--- config.mk ---
export PLATFORM = sky130hd
export DESIGN_NAME = ps2_host_tx
export DESIGN_NICKNAME = d
export VERILOG_FILES = /design/src/rtl/ps2_pkg.sv /design/src/rtl/ps2_line_filter.sv /design/src/rtl/ps2_host_tx.sv
export SDC_FILE = /design/constraint.sdc
export NUM_CORES = 1
export LEC_CHECK = 0
export CAP_MARGIN = 40
export CORE_MARGIN = 3
export CORE_UTILIZATION = 59
export CTS_BUF_LIST = sky130_fd_sc_hd__clkbuf_16
export CTS_CLUSTER_DIAMETER = 30
export CTS_CLUSTER_SIZE = 28
export DETAILED_ROUTE_END_ITERATION = 8
export PLACE_DENSITY = 0.83
export SYNTH_ARGS = -nofsm -noshare
export SYNTH_HDL_FRONTEND = slang
export SYNTH_SLANG_ARGS = --single-unit
--- constraint.sdc ---
create_clock -name clock_25 -period 2.7 [get_ports clock_25]
set_input_delay 0.405 -clock clock_25 [delete_from_list [all_inputs] [get_ports clock_25]]
set_output_delay 0.405 -clock clock_25 [all_outputs]
set_load 0.005 [all_outputs]
--- src/rtl/ps2_pkg.sv ---
// Shared PS/2 definitions: transmitter FSM states, timer sizing and frame bit indices.
package ps2_pkg;

  typedef enum logic [2:0] {
    StIdle,
    StInhibit,
    StStart,
    StWaitFirst,
    StShift,
    StAck,
    StWaitIdle,
    StFail
  } ps2_state_e;

  localparam int unsigned TIMER_W = 19;

  localparam logic [3:0] PARITY_IDX = 4'd8;
  localparam logic [3:0] STOP_IDX   = 4'd9;

  function automatic logic [TIMER_W-1:0] us_to_ticks(input int unsigned clk_hz,
                                                     input int unsigned us);
    int unsigned ticks;
    ticks = (clk_hz / 32'd1_000_000) * us;
    return TIMER_W'(ticks);
  endfunction

endpackage

--- src/rtl/ps2_line_filter.sv ---
// Synchronizes one raw PS/2 pin, accepts a new level only after FILTER_CYCLES
// consistent samples, and strobes on each accepted 1->0 transition.
module ps2_line_filter #(
  parameter int unsigned FILTER_CYCLES = 8
) (
  input  logic clock_25,
  input  logic RESET_N,
  input  logic raw,
  output logic level,
  output logic fall
);

  localparam int unsigned CNT_W = $clog2(FILTER_CYCLES + 1);
  localparam logic [CNT_W-1:0] CNT_MAX = CNT_W'(FILTER_CYCLES - 1);

  logic [1:0]       sync_q;
  logic             level_q;
  logic             fall_q;
  logic [CNT_W-1:0] cnt_q;

  // Idle bus is pulled high, so the synchronizer and level start at 1.
  always_ff @(posedge clock_25) begin
    if (!RESET_N) begin
      sync_q  <= 2'b11;
      level_q <= 1'b1;
      fall_q  <= 1'b0;
      cnt_q   <= '0;
    end else begin
      sync_q <= {sync_q[0], raw};
      fall_q <= 1'b0;
      if (sync_q[1] == level_q) begin
        cnt_q <= '0;
      end else if (cnt_q == CNT_MAX) begin
        level_q <= sync_q[1];
        fall_q  <= level_q;
        cnt_q   <= '0;
      end else begin
        cnt_q <= cnt_q + CNT_W'(1);
      end
    end
  end

  assign level = level_q;
  assign fall  = fall_q;

endmodule

--- src/rtl/ps2_host_tx.sv ---
// PS/2 host-to-device transmitter: inhibit, start bit, 8 data bits + odd parity + stop
// clocked out by the device, then ack check; lines are driven open-drain via the oe outputs.
module ps2_host_tx
  import ps2_pkg::*;
#(
  parameter int unsigned CLK_HZ           = 25000000,
  parameter int unsigned INHIBIT_US       = 120,
  parameter int unsigned START_TIMEOUT_US = 15000,
  parameter int unsigned FRAME_TIMEOUT_US = 2000,
  parameter int unsigned FILTER_CYCLES    = 8
) (
  input  logic       clock_25,
  input  logic       RESET_N,
  input  logic [7:0] tx_data,
  input  logic       tx_start,
  output logic       busy,
  output logic       done,
  output logic       error,
  output logic       rx_block,
  input  logic       ps2_clk_in,
  input  logic       ps2_dat_in,
  output logic       ps2_clk_oe,
  output logic       ps2_dat_oe
);

  localparam logic [TIMER_W-1:0] INHIBIT_TICKS = us_to_ticks(CLK_HZ, INHIBIT_US);
  localparam logic [TIMER_W-1:0] START_TICKS   = us_to_ticks(CLK_HZ, START_TIMEOUT_US);
  localparam logic [TIMER_W-1:0] FRAME_TICKS   = us_to_ticks(CLK_HZ, FRAME_TIMEOUT_US);

  logic clk_level, clk_fall, dat_level, unused_dat_fall;

  ps2_line_filter #(
    .FILTER_CYCLES(FILTER_CYCLES)
  ) u_clk_filter (
    .clock_25(clock_25),
    .RESET_N (RESET_N),
    .raw     (ps2_clk_in),
    .level   (clk_level),
    .fall    (clk_fall)
  );

  ps2_line_filter #(
    .FILTER_CYCLES(FILTER_CYCLES)
  ) u_dat_filter (
    .clock_25(clock_25),
    .RESET_N (RESET_N),
    .raw     (ps2_dat_in),
    .level   (dat_level),
    .fall    (unused_dat_fall)
  );

  ps2_state_e         state_q;
  logic [7:0]         data_q;
  logic               parity_q;
  logic [3:0]         idx_q;
  logic [3:0]         idx_nxt;
  logic [TIMER_W-1:0] timer_q;
  logic               busy_q, done_q, error_q, clk_oe_q, dat_oe_q;

  assign idx_nxt = idx_q + 4'd1;

  always_ff @(posedge clock_25) begin
    if (!RESET_N) begin
      state_q  <= StIdle;
      data_q   <= '0;
      parity_q <= 1'b0;
      idx_q    <= '0;
      timer_q  <= '0;
      busy_q   <= 1'b0;
      done_q   <= 1'b0;
      error_q  <= 1'b0;
      clk_oe_q <= 1'b0;
      dat_oe_q <= 1'b0;
    end else begin
      done_q <= 1'b0;
      case (state_q)
        StIdle: begin
          clk_oe_q <= 1'b0;
          dat_oe_q <= 1'b0;
          if (tx_start) begin
            data_q   <= tx_data;
            parity_q <= ~^tx_data;
            busy_q   <= 1'b1;
            error_q  <= 1'b0;
            clk_oe_q <= 1'b1;
            timer_q  <= INHIBIT_TICKS;
            state_q  <= StInhibit;
          end
        end
        StInhibit: begin
          if (timer_q == '0) begin
            dat_oe_q <= 1'b1;
            state_q  <= StStart;
          end else begin
            timer_q <= timer_q - TIMER_W'(1);
          end
        end
        StStart: begin
          clk_oe_q <= 1'b0;
          timer_q  <= START_TICKS;
          state_q  <= StWaitFirst;
        end
        StWaitFirst: begin
          // The first device falling edge already asks for D0.
          if (clk_fall) begin
            idx_q    <= '0;
            dat_oe_q <= ~data_q[0];
            timer_q  <= FRAME_TICKS;
            state_q  <= StShift;
          end else if (timer_q == '0) begin
            dat_oe_q <= 1'b0;
            state_q  <= StFail;
          end else begin
            timer_q <= timer_q - TIMER_W'(1);
          end
        end
        StShift: begin
          if (timer_q == '0) begin
            dat_oe_q <= 1'b0;
            state_q  <= StFail;
          end else begin
            timer_q <= timer_q - TIMER_W'(1);
            if (clk_fall) begin
              idx_q <= idx_nxt;
              if (idx_nxt == STOP_IDX) begin
                dat_oe_q <= 1'b0;
                state_q  <= StAck;
              end else if (idx_nxt == PARITY_IDX) begin
                dat_oe_q <= ~parity_q;
              end else begin
                dat_oe_q <= ~data_q[idx_nxt[2:0]];
              end
            end
          end
        end
        StAck: begin
          if (timer_q == '0) begin
            state_q <= StFail;
          end else begin
            timer_q <= timer_q - TIMER_W'(1);
            if (clk_fall) begin
              state_q <= dat_level ? StFail : StWaitIdle;
            end
          end
        end
        StWaitIdle: begin
          if (clk_level && dat_level) begin
            done_q  <= 1'b1;
            error_q <= 1'b0;
            busy_q  <= 1'b0;
            state_q <= StIdle;
          end
        end
        StFail: begin
          clk_oe_q <= 1'b0;
          dat_oe_q <= 1'b0;
          done_q   <= 1'b1;
          error_q  <= 1'b1;
          busy_q   <= 1'b0;
          state_q  <= StIdle;
        end
        default: state_q <= StIdle;
      endcase
    end
  end

  assign busy       = busy_q;
  assign rx_block   = busy_q;
  assign done       = done_q;
  assign error      = error_q;
  assign ps2_clk_oe = clk_oe_q;
  assign ps2_dat_oe = dat_oe_q;

endmodule

---- Word-level counts from Yosys, hierarchy flattened ----
Cells that the tools add are included.
operators by class
  $add $sub $neg .......................... 4
  multiply operators ...................... 0
  div/mod/pow operators ................... 0
  order comparisons ....................... 1
  equality and inequality tests ........... 23
  shift operators ......................... 0
  muxes and demuxes ....................... 39
  bitwise operators ....................... 7
  reduce and logical (&&, ||, !) cells .... 23
operator list
  kind                     count
  $pmux W19 S4             1
  $mux W19                 3
  $mux W3                  10
  $pmux W3 S8              1
  $logic_not A19 Y1        1
  $sub A19 B1 Y19 const B  1
  $mux W1                  14
  $add A4 B1 Y4 const B    3
  $eq A3 B3 Y1 const B     4
  $mux W4                  3
  $reduce_or A3 Y1         4
  $ne A3 B2 Y1 const B     3
  $eq A4 B3 Y1 const B     2
  $eq A4 B4 Y1 const B     2
  $ne A2 B2 Y1 const B     4
  $pmux W4 S2              1
  $reduce_and A2 Y1        4
  $reduce_and A4 Y1        2
  $reduce_bool A4 Y1       2
  $reduce_xnor A8 Y1       1
  $not A1 Y1               7
  $reduce_and A7 Y1        1
  $eq A3 B2 Y1 const B     2
  $pmux W1 S3              2
  other kinds (14)         19
word-level totals
  register bits after elaboration ......... 55
  latch bits .............................. 0
  RAM bits ................................ 0
  memory bits (read-only) ................. 0
  memories kept ........................... 0

---- Depth between registers and ports, before layout ----
Gate-level depths: netlist of the first run.
  depth in word-level cells ............... 9
  mapped depth ............................ 9
  mapped depth without buffers ............ 8

---- Cells and area by module ----
From an unflattened synthesis of the first run, not the netlist that was laid out.
second synthesis, totals
  cells, all modules ...................... 374
  area total of the unflattened synthesis .. 3061.7 um^2
by module, submodules not included
  module           instances  cells each  area an instance (um^2)
  ps2_host_tx      1          322         2513.7
  ps2_line_filter  2          26          274.0

---- Worst setup path before layout of the first run ----
OpenSTA, ideal clock, no wires.
  path type ............................... register -> register
  start ................................... register idx_q[0]
  end ..................................... register dat_oe_q (netlist: ps2_dat_oe)
  arrival ................................. 2.088 ns
  data required time ...................... 2.597 ns
  slack ................................... 0.508 ns
  stages on the path, launching flop included .. 9
  path buffers ............................ 1
  clock period less this slack ............ 2.192 ns
  cell sequence ........................... dfxtp_1 > clkbuf_1 > inv_1 > ha_1 > mux4_2 > nor2_1 > a31o_2 > nand4_1 > a2111oi_2
on the way
  cells in the longest elaborated chain, start to end .. 9
  elaborated cells between the ends (all ways) .. 11
ends and longest elaborated chain
  element                        line                RTL
  start: declaration             ps2_host_tx.sv:55   logic [3:0] idx_q;
  start signal: assignment       ps2_host_tx.sv:124  idx_q <= idx_nxt;
  $add A4 B1 Y4 (*)              ps2_host_tx.sv:60   assign idx_nxt = idx_q + 4'd1;
  $bmux W1 S3                    ps2_host_tx.sv:131  dat_oe_q <= ~data_q[idx_nxt[2:0]];
  $mux W1 (implied by the code)  ps2_host_tx.sv:131
  $not A1 Y1                     ps2_host_tx.sv:131
  $mux W1                        ps2_host_tx.sv:128  end else if (idx_nxt == PARITY_IDX) begin
  $mux W1 (*)                    ps2_host_tx.sv:125  if (idx_nxt == STOP_IDX) begin
  $mux W1 (*)                    ps2_host_tx.sv:123  if (clk_fall) begin
  $mux W1 (*)                    ps2_host_tx.sv:118  if (timer_q == '0) begin
  $pmux W1 S4 (*)                ps2_host_tx.sv:76   case (state_q)
  end signal: assignment         ps2_host_tx.sv:107  dat_oe_q <= ~data_q[0];
  end signal: assignment         ps2_host_tx.sv:129  dat_oe_q <= ~parity_q;
  end signal: assignment         ps2_host_tx.sv:131
  end: declaration               ps2_host_tx.sv:58   logic busy_q, done_q, error_q, clk_oe_q, dat_oe_q;
Every way passes the cells marked *; elsewhere a longest branch is shown, timed or not. The select of a mux whose other input is x is not followed.
A chain may end at the register's enable or synchronous reset.

---- Final worst setup path of the first run ----
Same ends and word-level chain as after synthesis.

==> parameters.txt, run 1 <==
Parameter                              Value

Run status
  Outcome    finished, violations left
  Failing checks    design-rule violations

Timing
  Fin. max-slew vios    0
  Clk_skew    0.00987 ns
  Slew at the pin closest to its max-slew limit    approximately 0.73 ns
  Highest clock rate    about 0.42 GHz
  Final number of hold-violating endpoints    0
  Max-slew headroom    51.1%
  RSZ-0062 raised after global routing    no
  Final setup fails    0
  Worst hold slack    around 0.41 ns
  Final cycle utilization of the critical path    about nine tenths
  Accumulated negative setup slack    0 ns
  Final min period    2.40 ns

Yosys
  Post-synthesis cell type with the largest combined area    dfxtp_1
  Number of synthesized flops with an enable pin    0
  Yosys cell types    61
  Dominant cells by area after synthesis    dfxtp_1 37%, nand2_1 6.3%, a21oi_1 5.3%, o21ai_0 3.5%, nor2_1 3.1%
  Share of flip-flops with an asynchronous set or reset after synthesis    0%
  Most common library cells after synthesis    55 x dfxtp_1, 50 x nand2_1, 32 x a21oi_1
  Net Count, Synth    382
  Per-instance average area after synthesis    approximately 8.2 sq um
  Most common cell in the netlist    dfxtp_1
  Primary FF master, synth    dfxtp_1
  Yosys warnings    0
  Share of the synthesized area in the top cell type    between 30% and 40%
  Portion of the post-synthesis area used by sequential elements    36.8%
  Post-synth design cell area    around 3000 sq um
  Flop and latch count out of synthesis    between 50 and 60
  Cell count after synthesis    363

Min path
  Worst min path class    reg2reg
  Hold path depth    1
  Min-Delay Endpoint    u_clk_filter.sync_q[1]$_SDFF_PN1_
  Hold Crit Start    u_clk_filter.sync_q[0]$_SDFF_PN1_

Floorplan
  Number of top-level design ports    19
  Horizontal die dimension    ~77 microns
  Starting Density    approximately 62%
  Total number of placement rows    25
  Die area    5970 sq um
  Area of the core    4820 sq um
  Die height    roughly 77 microns

Critical path
  Reg2Reg Depth    7
  Critical path launch point type    flip-flop
  Launching point of the worst reg2reg path    idx_q[0]$_SDFFE_PN0P_
  Kind of critical path    reg2reg
  Setup slack on the worst flop-to-flop path    0.30 ns
  Worst Setup End Kind    flip-flop
  Worst endpoint required time    2.89 ns
  Reg-to-Reg End    ps2_dat_oe$_SDFFE_PN0P_
  Critical Path AT    around 2.6 ns
  Maximum fanout along the worst path    10

Pwr
  PwrDens    1030 nW/um^2
  Lkg Pwr    around 1.2 nW
  Worst vdd rail ir drop    around 620 uV
  Final Total Pwr    roughly 3.5 mW

Drt
  Total wire length    about 7300 microns
  Avg WL per Cell    around 16 microns
  Final ANT Viol Nets    0
  Total iterations of the first detailed-routing run    7
  Mean number of vias per cell    around 6.3
  Post-route DRC    2
  First DRT Iteration DRCs    around 350
  Count of vias placed by the detailed router    about 2800

Global routing
  First-pass GRT wire length    around 13000 microns
  Initial antenna violation count    0
  Via count of the first global-routing pass    between 2000 and 3000
  Residual overflow from global routing    0
  Pin count of the biggest net entering global routing    18
  GRT Util Overall    between 20% and 30%

CTS
  Number of resized instances in the post-cts repair step    0
  Clock-pin slew on the worst setup and hold paths    approximately 0.080 ns
  Clock tree root buffer cell    clkbuf_16
  Latest clock arrival within the worst-skew pair    between 0.2 and 0.3 ns
  Clock tree from TritonCTS    yes
  Setup Buffers After CTS    0
  H-tree level count    2
  Clock sink total    55
  CTS Hold Buffers Added    0
  Buffers from clock root to sink, at most    2
  Number of buffers created by CTS    5

Placement
  Number of buffers added on ports    18
  Final weighted congestion in routability-driven placement    between 0.8 and 0.9
  Final HPWL DP    around 5200 microns

Final layout
  Number of nets in the finished design    around 400
  Fraction of final layout cells sized beyond drive strength 1    under 10%
  Fill count    ~380
  Number of antenna diodes    0
  Synthesis-to-finish area growth    13.5%

Flow run
  Number of max-cap violations    0
==> critical path, cell delays in order, from the launching register on <==
cell,delay (ns)
dfxtp_1,0.55
inv_1,0.08
ha_1,0.36
mux4_2,0.53
nor2_1,0.12
a31o_2,0.13
nand4_1,0.13
a2111oi_2,0.40
==> cells by family (layout without fill, tap and decap cells) <==
logic type                 count (synthesis)  in the layout  synth area share [%]
xor gates and xnor gates                  15             15                  4.39
muxes                                      6              6                  2.88
adders and majority gates                  6              6                  2.51
AOI/OAI and AO/OA                         99             99                  22.1
DFF                                       55             55                  36.8
buffers and inverters                     28             44                  4.14
and+or+nand+nor                          154            154                  27.2
==> per-layer routing <==
layer	vias up	part of all wire [%]	GRT usage (%)
met5	-	0	0
met4	0	2.7	10.5
met3	26	6.9	4.58
met2	112	48	43.2
met1	1314	43	32.5
li1	1354	-	-
==> power by group <==
part	internal, mW	switching, mW
sequential	0.993	0.239
clock	0.438	0.299
combinational	0.621	0.907
total	2.05	1.45
==> flip-flops by register name, indices dropped and copies added, names as in the netlist, 2 cells and up <==
| name | flops |
|---|---|
| u_clk_filter.cnt_q | 4 |
| timer_q | 19 |
| idx_q | 4 |
| u_clk_filter.sync_q | 2 |
| u_dat_filter.sync_q | 2 |
| u_dat_filter.cnt_q | 4 |
| data_q | 8 |
| state_q | 3 |
==> layout make-up <==
cell class                 instances  area (sq um)  share of cell area (%)
multi-input combinational        280          1770                    52.0
clock buffer                       5           125                    3.68
tap                               67          83.8                    2.47
timing repair buffer              26           240                    7.07
sequential                        55          1100                    32.4
clock inverter                     3          42.5                    1.25
inverter                          10          37.5                    1.10
==> how the worst max path moves through the flow <==
stage                                 start  slack, ns                       to  depth (start not counted)
floorplan             idx_q[0]$_SDFFE_PN0P_       0.51  ps2_dat_oe$_SDFFE_PN0P_                          8
global placement      idx_q[0]$_SDFFE_PN0P_       0.46  ps2_dat_oe$_SDFFE_PN0P_                          7
detailed placement    idx_q[0]$_SDFFE_PN0P_       0.31  ps2_dat_oe$_SDFFE_PN0P_                          7
CTS                   idx_q[0]$_SDFFE_PN0P_       0.27  ps2_dat_oe$_SDFFE_PN0P_                          7
global route        timer_q[2]$_SDFFE_PN0P_       0.16    idx_q[1]$_SDFFE_PN0P_                          6
finish                idx_q[0]$_SDFFE_PN0P_       0.30  ps2_dat_oe$_SDFFE_PN0P_                          7
==> cells in the final DEF, fill, tap and decap left out, drive strengths merged, types with 4 or more instances in the layout <==
cell	instances
nand2	50
buf	8
nand3b	4
xor2	7
nand4	5
clkbuf	5
and3	4
nor2	25
o211ai	4
inv	11
dfxtp	55
nand2b	9
nor4	8
nor3	14
and2	5
o21ai	22
a31oi	4
ha	6
clkdlybuf4s50	18
xnor2	8
a21oi	32
nand3	16
==> through the flow <==
step           setup WS [ns]  instances  util [%]  cell area, sq um
6_report               0.302        446      70.6              3400
5_1_grt                0.161        446      70.6              3400
4_1_cts                0.272        446      70.6              3400
3_5_place_dp           0.312        438      67.1              3230
3_3_place_gp           0.461        438      67.1              3230
2_1_floorplan          0.508        363         -              2990
No activity file was read; power rests on OpenSTA's default activity.
==> run 2, diff against run 1 <==
Settings changed: SYNTH_HIERARCHICAL set to 1.
==> run 2 against run 1 <==
The flow now finishes without violations; global-route usage fell by 1.3 points; power shrank 4.4%; cell count is 1.8% higher; area after synthesis grew 1.3%; wire length decreased by 2.9%; largest cell class unchanged; sequential cell count stayed put; critical endpoint is now timer_q[17]$_SDFFE_PN0P_; worst setup slack barely moved; critical path type unchanged; largest power group unchanged.
==> parameters.txt, run 2 <==
Parameter                              Value

Global routing
  Pin count of the biggest net entering global routing    23 (+5)
  GRT Util Overall    24.4% (-1.3 points)
  Via count of the first global-routing pass    2567 (-4.1%)
  Residual overflow from global routing    0 (unchanged)
  First-pass GRT wire length    12000 microns (-4.6%)
  Initial antenna violation count    0 (unchanged)

CTS
  Clock sink total    55 (unchanged)
  Setup Buffers After CTS    0 (unchanged)
  Latest clock arrival within the worst-skew pair    0.29 ns (about the same)
  Number of resized instances in the post-cts repair step    0 (unchanged)
  Clock tree root buffer cell    clkbuf_16
  Clock-pin slew on the worst setup and hold paths    0.07 ns (about the same)
  Number of buffers created by CTS    5 (unchanged)
  H-tree level count    2 (unchanged)
  Clock tree from TritonCTS    yes
  CTS Hold Buffers Added    0 (unchanged)
  Buffers from clock root to sink, at most    2 (unchanged)

Pwr
  Sequential fraction of design power    35.3% (about the same)
  Internal portion of total power    1.93 mW (-6.1%)
  Final Total Pwr    3.34 mW (-4.4%)
  Net switching power    1.42 mW (-2.0%)
  Worst vdd rail ir drop    560 uV (-10%)
  Lkg Pwr    1.30 nW (+5.7%)
  Clock share of power    19.8% (-1.3 points)
  Portion of total power attributed to combinational logic    45.0% (+1.3 points)
  Net switching share of the total power    42.4% (+1.0 points)
  PwrDens    977 nW/um^2 (-5.1%)

Timing
  Slew at the pin closest to its max-slew limit    0.736 ns (+0.0109 ns)
  Max-slew headroom    50.7% (-0.40 points)
  Final min period    2.40 ns (+0.000462 ns)
  Clk_skew    0.00520 ns (-0.00467 ns)
  Highest clock rate    0.417 GHz (about the same)
  Final cycle utilization of the critical path    88.8% (about the same)
  Accumulated negative setup slack    0 ns (unchanged)
  Minimum setup slack in the final design    0.302 ns (-0.000462 ns)
  Final setup fails    0 (unchanged)
  RSZ-0062 raised after global routing    no
  Fin. max-slew vios    0 (unchanged)
  Final number of hold-violating endpoints    0 (unchanged)

Critical path
  Cell family contributing the most delay on the critical path    simple AND/OR/NAND/NOR gates
  CP Launch Point    timer_q[0]$_SDFFE_PN0P_
  Critical path launch point type    flip-flop
  Worst endpoint required time    2.92 ns (+0.03 ns)
  Delay of the slowest cell on the worst path    0.51 ns (-0.04 ns)
  Cell seen most often among critical-path stages    nand2_1
  Critical Path AT    2.62 ns (+0.03 ns)
  Launching point of the worst reg2reg path    timer_q[0]$_SDFFE_PN0P_
  Buffer and inverter count on the worst path    1 (unchanged)
  List of cells traversed by the critical path    inv_1 > ha_1 > nor3b_2 > and3_4 > nand2_1 > nand2_1 > or4_1 > a31oi_1
  Maximum fanout along the worst path    13 (+3)
  Worst Setup End Kind    flip-flop
  Kind of critical path    reg2reg
  Highest-delay cell along the critical path    or4_1
  Setup slack on the worst flop-to-flop path    0.30 ns (about the same)

Yosys
  Yosys warnings    6 (+6)
  Post-synth design cell area    3030 sq um (+1.3%)
  Net Count, Synth    390 (+2.1%)
  Cell count after synthesis    371 (+2.2%)
  Per-instance average area after synthesis    8.17 sq um (-0.89%)

Drt
  Avg WL per Cell    15.7 microns (-4.6%)
  Final ANT Viol Nets    0 (unchanged)
  Post-route DRC    0 (-2)
  First DRT Iteration DRCs    284 (-20%)
  Total iterations of the first detailed-routing run    6 (-1)
  Mean number of vias per cell    6.18 (-1.7%)
  Total wire length    7130 microns (-2.9%)
  Count of vias placed by the detailed router    2807 (+0.036%)

Final layout
  Largest regs    timer_q (19), data_q (8)
  Design Area, Final    3420 sq um (+0.70%)
  Leading cell types in the layout, fill and taps excluded    55 x dfxtp_1, 46 x nand2_1, 39 x nor2_1
  Number of nets in the finished design    405 (+2.0%)
  Synthesis-to-finish area growth    12.9%
  Layout Utilization    70.6% (about the same)
  Number of antenna diodes    0 (unchanged)
  Flip-flop count of the largest register, all copies and words added    19 (unchanged)
  Leading cell type in the layout, fill and taps excluded    dfxtp_1
  Fraction of final layout cells sized beyond drive strength 1    10.3% (+2.7 points)
  Biggest register    timer_q

Floorplan
  Horizontal die dimension    77.7 microns (+0.60%)
  Number of top-level design ports    19 (unchanged)
  Starting Density    62.6% (+0.40 points)
  Area of the core    4850 sq um (+0.65%)
  Die area    6040 sq um (+1.2%)
  Total number of placement rows    25 (unchanged)
  Die height    77.7 microns (+0.60%)

Placement
  Final HPWL DP    4980 microns (-4.4%)
  Final weighted congestion in routability-driven placement    0.897 (+0.57%)
  Placed standard-cell area    3270 sq um (+1.2%)
  Post-Place Setup Slack    0.385 ns (+0.0729 ns)
  Number of buffers added on ports    18 (unchanged)

Min path
  Hold Crit Start    u_clk_filter/sync_q[0]$_SDFF_PN1_
  Worst min path class    reg2reg

Flow run
  Number of max-cap violations    0 (unchanged)

Run status
  Outcome    finished, final reports clean
[run 2: power by group through the flow]
| stage | logic (mW) | registers, mW | clock network (mW) |
|---|---|---|---|
| floorplan | 1.17 | 1.13 | 0 |
| global placement | 1.43 | 1.18 | 0 |
| detailed placement | 1.45 | 1.19 | 0 |
| CTS | 1.47 | 1.17 | 0.666 |
| global route | 1.65 | 1.20 | 0.702 |
| finish | 1.50 | 1.18 | 0.661 |
[run 2: stage by stage]
stage | std cells | hold WS [ns]
3_3_place_gp | 446 | 0.389
6_report | 454 | 0.410
5_1_grt | 454 | 0.438
3_5_place_dp | 446 | 0.396
4_1_cts | 454 | 0.413
2_1_floorplan | 371 | 0.386
[run 2: final timing paths]
path                                        to  cells past startpoint
max                   timer_q[17]$_SDFFE_PN0P_                      8
min          u_clk_filter/sync_q[1]$_SDFF_PN1_                      1
max reg2reg           timer_q[17]$_SDFFE_PN0P_                      8
min reg2reg  u_clk_filter/sync_q[1]$_SDFF_PN1_                      1
[run 2: layer usage]
| metal | share of wire, % | routed length [microns] | GRT usage (%) | vias to the layer above |
|---|---|---|---|---|
| li1 | - | - | - | 1366 |
| met3 | 5.6 | 396 | 4.99 | 16 |
| met4 | 1.8 | 125 | 7.30 | 0 |
| met5 | 0 | 0 | 0 | - |
| met2 | 48 | 3450 | 41.3 | 99 |
| met1 | 44 | 3150 | 31.3 | 1326 |
[run 2: area by class of cell]
cell class	instances	area, sq um
timing repair buffer	26	240
inverter	9	33.8
sequential	55	1100
clock inverter	3	26.3
multi-input combinational	289	1810
clock buffer	5	125
fill	380	1430
tap	67	83.8
==> run 3, diff against run 2 <==
Settings changed: REMOVE_ABC_BUFFERS set to 1.
==> run 3 against run 2 <==
Power rose by 1.8%; register-to-register slack gained 0.13 ns; sequential power about the same; sequential share of layout area about the same; critical path type unchanged; critical endpoint is now ps2_dat_oe$_SDFFE_PN0P_; largest cell class unchanged; largest power group unchanged; highest routed layer unchanged.
==> parameters.txt, run 3 (synthesis gave the netlist of run 2 again) <==
Parameter                              Value

Critical path
  Delay of the slowest cell on the worst path    0.33 ns (-0.18 ns)
  Kind of critical path    reg2reg
  Critical Path AT    2.46 ns (-0.16 ns)
  Reg2Reg Depth    8 (unchanged)
  List of cells traversed by the critical path    inv_1 > ha_1 > nor3b_2 > nand3_2 > nor2_1 > o21ai_0 > a41o_1 > a32o_1
  Critical path launch point type    flip-flop
  Highest-delay cell along the critical path    dfxtp_1
  Setup slack on the worst flop-to-flop path    0.43 ns (+0.13 ns)
  Maximum fanout along the worst path    7 (-6)
  Cell family contributing the most delay on the critical path    simple AND/OR/NAND/NOR gates
  Buffer and inverter count on the worst path    1 (unchanged)
  Launching point of the worst reg2reg path    timer_q[0]$_SDFFE_PN0P_
  Worst endpoint required time    2.89 ns (-0.03 ns)
  Worst Setup End Kind    flip-flop
  Reg-to-Reg End    ps2_dat_oe$_SDFFE_PN0P_

Floorplan
  Total number of placement rows    25 (unchanged)
  Horizontal die dimension    77.7 microns (unchanged)
  Die area    6040 sq um (unchanged)
  Number of top-level design ports    19 (unchanged)
  Die height    77.7 microns (unchanged)
  Starting Density    62.6% (unchanged)
  Area of the core    4850 sq um (unchanged)

Global routing
  Pin count of the biggest net entering global routing    33 (+43%)
  Initial antenna violation count    0 (unchanged)
  GRT Util Overall    24.1% (-0.28 points)
  Via count of the first global-routing pass    2635 (+2.6%)
  Residual overflow from global routing    0 (unchanged)
  First-pass GRT wire length    12000 microns (-0.51%)

Flow run
  Number of max-cap violations    0 (unchanged)

Timing
  RSZ-0062 raised after global routing    no
  Accumulated negative setup slack    0 ns (unchanged)
  Slew at the pin closest to its max-slew limit    0.674 ns (-0.0622 ns)
  Fin. max-slew vios    0 (unchanged)
  Final number of hold-violating endpoints    0 (unchanged)
  Minimum setup slack in the final design    0.430 ns (+0.128 ns)
  Clk_skew    0.00434 ns (-0.000854 ns)
  Max-slew headroom    54.9% (+4.2 points)
  Highest clock rate    0.440 GHz (+5.6%)
  Final cycle utilization of the critical path    84.1% (-4.7 points)
  Final setup fails    0 (unchanged)
  Final min period    2.27 ns (-0.128 ns)

CTS
  Setup Buffers After CTS    0 (unchanged)
  Clock sink total    55 (unchanged)
  Buffers from clock root to sink, at most    2 (unchanged)
  Number of resized instances in the post-cts repair step    0 (unchanged)
  Clock tree from TritonCTS    yes
  Number of buffers created by CTS    5 (unchanged)
  H-tree level count    2 (unchanged)
  Latest clock arrival within the worst-skew pair    0.29 ns (about the same)
  Clock tree root buffer cell    clkbuf_16
  CTS Hold Buffers Added    0 (unchanged)
  Clock-pin slew on the worst setup and hold paths    0.07 ns (about the same)

Min path
  Min-Delay Endpoint    u_clk_filter/sync_q[1]$_SDFF_PN1_
  Hold path depth    1 (unchanged)
  Worst min path class    reg2reg
  Hold Crit Start    u_clk_filter/sync_q[0]$_SDFF_PN1_

Drt
  Total wire length    6920 microns (-2.9%)
  Avg WL per Cell    15.3 microns (-2.5%)
  Post-route DRC    0 (unchanged)
  Mean number of vias per cell    6.19 (+0.12%)
  First DRT Iteration DRCs    248 (-13%)
  Final ANT Viol Nets    0 (unchanged)
  Count of vias placed by the detailed router    2798 (-0.32%)
  Total iterations of the first detailed-routing run    5 (-1)

Final layout
  Biggest register    timer_q
  Footprint of the flip-flops and latches    1100 sq um (unchanged)
  Layout Utilization    70.7% (about the same)
  Fraction of final layout cells sized beyond drive strength 1    9.87% (-0.47 points)
  Leading cell type in the layout, fill and taps excluded    dfxtp_1
  Multi-input combinational cell area    1810 sq um (unchanged)
  Fill count    402 (+5.8%)
  Largest regs    timer_q (19), data_q (8)
  Synthesis-to-finish area growth    13.0% (about the same)
  Leading cell types in the layout, fill and taps excluded    55 x dfxtp_1, 46 x nand2_1, 39 x nor2_1
  Number of nets in the finished design    403 (-0.49%)
  Flip-flop count of the largest register, all copies and words added    19 (unchanged)
  Number of antenna diodes    0 (unchanged)

Placement
  Number of buffers added on ports    18 (unchanged)
  Final weighted congestion in routability-driven placement    0.896 (-0.11%)
  Post-Place Setup Slack    0.477 ns (+0.0920 ns)
  Final HPWL DP    4840 microns (-2.7%)

Pwr
  Lkg Pwr    1.30 nW (about the same)
  Worst vdd rail ir drop    662 uV (+18%)
  PwrDens    993 nW/um^2 (+1.7%)

Run status
  Outcome    finished, final reports clean
run 3: cell count changes in the layout (fill, tap and decap cells not counted), sizes merged:
cell,change
clkinv,+1
inv,-2
buf,-2
bufinv,+1
run 3: area by class of cell:
type                            instances  share of cell area [%]
Clock inverter                          3                    1.28
Inverter                                9                   0.986
Timing Repair Buffer                   24                    6.57
Clock buffer                            5                    3.65
Sequential cell                        55                    32.1
Multi-Input combinational cell        289                    52.9
Tap cell                               67                    2.45
run 3: routing by layer:
| metal | track usage, % | vias to the layer above | share of wire, % |
|---|---|---|---|
| met4 | 9.07 | 0 | 2.1 |
| met3 | 3.94 | 13 | 6.6 |
| met1 | 31.3 | 1294 | 44 |
| met5 | 0 | - | 0 |
| met2 | 40.2 | 123 | 47 |
| li1 | - | 1368 | - |
run 3: how the worst max path moves through the flow:
stage                            start  slack, ns  depth (start not counted)                       end
6_report       timer_q[0]$_SDFFE_PN0P_       0.43                          8   ps2_dat_oe$_SDFFE_PN0P_
5_1_grt        state_q[2]$_SDFFE_PN0P_       0.24                          5   timer_q[8]$_SDFFE_PN0P_
4_1_cts        timer_q[0]$_SDFFE_PN0P_       0.45                          8  timer_q[17]$_SDFFE_PN0P_
3_5_place_dp   timer_q[0]$_SDFFE_PN0P_       0.48                          8  timer_q[17]$_SDFFE_PN0P_
3_3_place_gp   timer_q[0]$_SDFFE_PN0P_       0.54                          8   ps2_dat_oe$_SDFFE_PN0P_
2_1_floorplan  state_q[1]$_SDFFE_PN0P_       0.56                          5   timer_q[8]$_SDFFE_PN0P_
run 3: worst register-to-register path, cell delays in order, from the launching register on:
cell and delay (ns):
dfxtp_1 0.33, inv_1 0.09, ha_1 0.24, nor3b_2 0.32, nand3_2 0.27, nor2_1 0.33, o21ai_0 0.16, a41o_1 0.25
a32o_1 0.19
run 3: through the flow:
stage	area [sq um]	hold slack [ns]	instances	total power [mW]
global placement	3260	0.392	444	2.60
floorplan	2950	0.386	353	2.22
detailed placement	3260	0.399	444	2.63
CTS	3430	0.416	452	3.37
finish	3430	0.415	452	3.40
global route	3430	0.446	452	3.61
run 3: where the power goes:
group / switching (mW) / internal, mW
combinational: 0.904 / 0.592
clock: 0.292 / 0.438
sequential: 0.201 / 0.976
